<file path="src/rtl/ee354_project_move_ctrl.sv">
// Snake move controller: move tick generator plus a 2-deep turn queue feeding In_Dirn/SCEN.
// Optional apple speed-up is enabled by defining MOVE_SPEEDUP_EN.
module ee354_project_move_ctrl #(
    parameter int TICK_DIV = 25_000_000,
    parameter int MIN_DIV  = 6_250_000,
    parameter int DIV_STEP = 1_000_000,
    parameter int DIV_W    = 32
) (
    input  logic             i_clk,
    input  logic             i_reset,
    input  logic             i_q_run,
    input  logic             i_btn_u,
    input  logic             i_btn_d,
    input  logic             i_btn_l,
    input  logic             i_btn_r,
    input  logic             i_new_apple,
    output logic             o_speed_clk,
    output logic [1:0]       o_in_dirn,
    output logic             o_scen,
    output logic [DIV_W-1:0] o_cur_div,
    output logic [1:0]       o_q_count
);

    localparam logic [DIV_W-1:0] L_TICK = DIV_W'(TICK_DIV);
    localparam logic [DIV_W-1:0] L_ONE  = DIV_W'(1);
    localparam logic [DIV_W-1:0] L_TWO  = DIV_W'(2);

    logic [DIV_W-1:0] r_cnt;
    logic [DIV_W-1:0] r_div;
    logic [1:0]       r_dirn;
    logic [1:0]       r_q0;
    logic [1:0]       r_q1;
    logic [1:0]       r_qc;

    logic             w_run;
    logic             w_last;
    logic             w_pop;
    logic             w_btn_v;
    logic [1:0]       w_d;
    logic [1:0]       w_ref;
    logic             w_acc;
    logic             w_push;
    logic [1:0]       w_qc_after;
    logic [1:0]       w_qc_next;
    logic [1:0]       w_q0_next;
    logic [1:0]       w_q1_next;

    assign w_run  = i_q_run & ~i_reset;
    assign w_last = w_run && (r_cnt == r_div - L_ONE);
    assign w_pop  = w_run && (r_cnt == r_div - L_TWO) && (r_qc != 2'd0);

    // The popped head is bypassed to the output so SCEN and the new direction coincide.
    assign o_speed_clk = w_last;
    assign o_scen      = w_pop;
    assign o_in_dirn   = w_pop ? r_q0 : r_dirn;
    assign o_q_count   = r_qc;
    assign o_cur_div   = r_div;

    always_comb begin
        w_btn_v = 1'b1;
        w_d     = 2'b00;
        if (i_btn_u)      w_d = 2'b00;
        else if (i_btn_d) w_d = 2'b01;
        else if (i_btn_l) w_d = 2'b10;
        else if (i_btn_r) w_d = 2'b11;
        else              w_btn_v = 1'b0;
    end

    // Reference is the tail after any pop; a pop that empties the queue leaves its own value.
    assign w_ref = (r_qc == 2'd2) ? r_q1 : ((r_qc == 2'd1) ? r_q0 : r_dirn);
    assign w_acc = w_run && w_btn_v && (w_d != w_ref) && ((w_d ^ w_ref) != 2'b01);

    assign w_qc_after = r_qc - {1'b0, w_pop};
    assign w_push     = w_acc && (w_qc_after != 2'd2);
    assign w_qc_next  = w_qc_after + {1'b0, w_push};

    always_comb begin
        w_q0_next = r_q0;
        w_q1_next = r_q1;
        if (w_pop) w_q0_next = r_q1;
        if (w_push) begin
            if (w_qc_after == 2'd0) w_q0_next = w_d;
            else                    w_q1_next = w_d;
        end
    end

    always_ff @(posedge i_clk) begin
        if (i_reset) begin
            r_cnt  <= '0;
            r_dirn <= 2'b00;
            r_q0   <= 2'b00;
            r_q1   <= 2'b00;
            r_qc   <= 2'd0;
        end else if (!i_q_run) begin
            r_cnt <= '0;
            r_qc  <= 2'd0;
        end else begin
            r_cnt <= w_last ? '0 : r_cnt + L_ONE;
            r_q0  <= w_q0_next;
            r_q1  <= w_q1_next;
            r_qc  <= w_qc_next;
            if (w_pop) r_dirn <= r_q0;
        end
    end

`ifdef MOVE_SPEEDUP_EN
    localparam logic [DIV_W-1:0] L_MIN  = DIV_W'(MIN_DIV);
    localparam logic [DIV_W-1:0] L_STEP = DIV_W'(DIV_STEP);

    logic             r_apple_q;
    logic [DIV_W-1:0] r_pend;
    logic [DIV_W-1:0] w_pend_next;

    // Pending period tracks apples immediately; Cur_Div only adopts it at a wrap.
    always_comb begin
        w_pend_next = r_pend;
        if (w_run && i_new_apple && !r_apple_q) begin
            if (r_pend - L_MIN >= L_STEP) w_pend_next = r_pend - L_STEP;
            else                          w_pend_next = L_MIN;
        end
    end

    always_ff @(posedge i_clk) begin
        if (i_reset) begin
            r_apple_q <= 1'b0;
            r_pend    <= L_TICK;
            r_div     <= L_TICK;
        end else begin
            r_apple_q <= i_new_apple;
            r_pend    <= w_pend_next;
            if (w_last) r_div <= w_pend_next;
        end
    end
`else
    logic w_unused_cfg;
    assign w_unused_cfg = (MIN_DIV > 0) ^ (DIV_STEP > 0) ^ i_new_apple;
    assign r_div        = L_TICK;
`endif

endmodule

</file>
<file path="config.mk">
export PLATFORM = sky130hd
export DESIGN_NAME = ee354_project_move_ctrl
export DESIGN_NICKNAME = d
export VERILOG_FILES = /design/src/rtl/ee354_project_move_ctrl.sv
export SDC_FILE = /design/constraint.sdc
export NUM_CORES = 1
export LEC_CHECK = 0
export CORE_MARGIN = 5
export CORE_UTILIZATION = 46
export DETAILED_ROUTE_END_ITERATION = 8
export PLACE_DENSITY_LB_ADDON = 0.2
export SYNTH_ARGS = -nofsm -noshare
export SYNTH_HDL_FRONTEND = slang
export SYNTH_SLANG_ARGS = --single-unit
</file>
<file path="constraint.sdc">
create_clock -name i_clk -period 2.3 [get_ports i_clk]
set_input_delay 0.46 -clock i_clk [delete_from_list [all_inputs] [get_ports i_clk]]
set_output_delay 0.46 -clock i_clk [all_outputs]
set_load 0.01 [all_outputs]
</file>
==> results.md <==
- Setup Crit Path Kind: flop to output pin
- Crit share post-route: 1.24
- Clock Power Share: 0.432
- Synth top area cells: dfxtp_1, buf_4, xnor2_1, nor2_1, xor2_1
- Final #Nets: about 350
- Initial antenna violation count: 0
- DRC Markers: 0
- Unrepaired setup endpoints after global routing: true
- Slew Limit Fails: 0
- Reg2Reg Depth: 10
- Failing checks: negative setup slack
- Die Width: 80.3 um
- Vias: 1898
- Logic gate share of total power: 0.091
- Post-Synth Adder-Cell Area: 0.0165
- Leakage power: 1.20 nW
- Max-cap viol count: 0
- PortBufs: 12
- Initial core utilization: 0.479
- Clk_skew: 0.00368 ns
- Max FO, Critical Path: 2
- FF+latch count, synth: 40
- Final hold vios: 0
- Largest net degree at the start of global routing: 18
- Vias in the first global route: ~1800
- Crit path DAT: about 2.4 ns
- Clock root buffer: clkbuf_8
- Hold Crit Depth: 2
- GRT met1 Usage: 0.208
- Final Core Density: 0.667
- Tot Pwr: 1.47 mW
- WL/cell: between 10 and 15 um
- RD Place Congestion: 0.770
- CTS tree: yes
- Tot GR Track Use: 0.164
- Synth Area in Compound Gates: 0.0396
- Seq pwr share: 0.477
- Synth Area in XOR/XNOR: 0.115
- Post-synth ARST share: 0
- Synthesis Warnings: 0
- Worst skew pair latency: roughly 0.30 ns
- Area leader, netlist: dfxtp_1
- DP Cell Count: between 300 and 400
- Ant diodes: 0
- Sequential share of the synthesized area: 0.352
- Met3 global-route usage: 0.0448
- P_sw: between 0.3 and 0.4 mW
- Core area: between 4000 and 5000 sq um
- Fraction of layout cells with a size suffix above 1: 0.355
- Setup violations, final: 25
- Num CTS Buffers: 5
- Hpwl dp: about 3600 um
- Simple-Gate Fraction of Synth Area: 0.289
- Largest family of logic cells by synthesized area: simple AND/OR/NAND/NOR gates
- Post-route minimum period: 2.85 ns
- Cell Int Power: 1.13 mW
- Iter 0 DRT Violations: 63
- I/O pin cnt: 46
- Row cnt: 25
- Pwr per Cell Area: approximately 460 nW/um^2
- Die Area: about 6500 sq um
- Clk sink count: 40
- Crit. End Element: output pin
- Deepest clock path buffer count: 2
- Syn Area/Cell: between 8 and 9 sq um
- Most Crowded Layer GR: met2
- Outcome: complete, but fails checks
- Post-synthesis mux area share: 0.0429
- Net Sw Frac: 0.227
- WP data required: approximately 1.8 ns
- Vias/cell: ~4.7
- First-pass GRT wire length: 8220 um
- Final worst slack: -0.548 ns
- Fin cells: slightly above 400
- Post-Syn Area: 2280 sq um
- Hold Crit Class: flop to flop
- Mapped Cells: 270
- Yosys cell types: 41
- Worst VDD drop: just over 300 uV
- Routed Antenna Nets: 0
- Area fraction of the dominant cell type after synthesis: 0.352
- Met2 usage: 0.273
- H-tree Lvls: 2
- Worst Setup Start Kind: flop
- GR Overflow Total: 0
- Hold buffers post-CTS: 0
- Clk slew on worst S/H paths: approximately 0.08 ns
- Post-synth EDFFs: 0
- First-pass DRT Iterations: 4
- Worst hold slack: between 0.5 and 0.6 ns
- Die outline height: 80.3 um
- Layout Area Growth over Synthesis: 39.4%
- Main synth FF type: dfxtp_1
- Fmax: between 300 and 400 MHz
- Drt total wl: 5050 um
through the flow:
stage                     TNS [ns]  setup slack [ns]  area (sq um)
after floorplan              -1.14            -0.226          2440
after global placement       -4.23            -0.651          2760
after detailed placement     -4.41            -0.669          2760
after CTS                    -3.57            -0.553          2960
after global routing         -5.60            -0.656          3170
final                        -3.73            -0.548          3170
power by group through the flow:
| stage | Sequential (mW) | Clock [mW] | Combinational [mW] |
|---|---|---|---|
| after floorplan | 0.717 | 0 | 0.108 |
| after detailed placement | 0.716 | 0 | 0.105 |
| after global routing | 0.700 | 0.682 | 0.146 |
| final | 0.699 | 0.633 | 0.134 |
| after global placement | 0.715 | 0 | 0.104 |
| after CTS | 0.699 | 0.654 | 0.108 |
cell usage after synthesis, types with 4 or more instances:
library cell and count:
nor2_1 45, buf_4 32, nor4_1 6, inv_1 8
o21ai_0 5, xnor2_1 21, nand2_1 10, and3_1 4
mux2_2 6, dfxtp_1 40, or3_1 4, nand3_1 12
clkbuf_1 5, nor2b_1 5, nand4_1 7, xor2_1 9
nor3_1 9, a21oi_1 4
state kept, by name (all words and copies together) (netlist names):
name       count
r_q1           2
o_q_count      2
r_q0           2
r_cnt         32
r_dirn         2
layout make-up:
class | instances | area [sq um]
inverter | 8 | 30.0
clock buffer | 7 | 96.3
multi-input combinational | 212 | 1490
sequential | 40 | 805
fill | 407 | 1580
clock inverter | 1 | 30.0
timing repair buffer | 70 | 636
tap | 67 | 83.8
cell usage in the layout (no fill, tap or decap), types with 4 or more instances in the layout:
cell type | Yosys | final
nor2_2 | 0 | 4
nand4_1 | 7 | 7
mux2_2 | 6 | 4
clkdlybuf4s50_1 | 0 | 8
and3_1 | 4 | 4
nor2b_1 | 5 | 5
nor3_1 | 9 | 8
buf_4 | 32 | 50
nand2_1 | 10 | 10
o21ai_0 | 5 | 5
inv_1 | 8 | 8
nor4_1 | 6 | 6
xor2_1 | 9 | 9
nor2_4 | 0 | 18
buf_6 | 3 | 8
clkbuf_8 | 0 | 7
nand3_1 | 12 | 12
nor2_1 | 45 | 23
conb_1 | 2 | 32
xnor2_1 | 21 | 21
dfxtp_1 | 40 | 37
worst max-delay path: stages (launching register included):
cell     delay, ns
dfxtp_1       0.31
or4bb_1       0.52
or4_4         0.54
nor3_4        0.16
buf_4         0.15
mux2_4        0.29
buf_6         0.12
worst paths after layout:
check | startpoint | to | slack (ns)
worst max-delay path | r_cnt[10] | o_in_dirn[0] | -0.55
worst min-delay path | r_cnt[0] | r_cnt[0] | 0.55
worst max register to register | r_cnt[25] | r_q0[1] | -0.43
worst min register to register | r_cnt[0] | r_cnt[0] | 0.55
what timing repair did:
action | 4_1_cts | 5_1_grt
setup buffers | 6 | 0
gates cloned | 0 | 2
pin swaps | 12 | 21
resized for setup | 28 | 42
endpoints found under the hold margin | 0 | 0
endpoints found under the setup margin | 10 | 41
kinds of logic after synthesis:
group,after synthesis
xor gates and xnor gates,30
and+or+nand+nor,123
buffers and inverters,48
adders and majority gates,3
other,2
muxes,9
DFF,40
AOI/OAI and AO/OA,15
metal layers:
metal / vias to the layer above / share of wire
met5: - / 0
met4: 0 / 0.012
met3: 6 / 0.049
met2: 32 / 0.48
met1: 881 / 0.46
li1: 979 / -
Power figures use the tool's default switching activity.
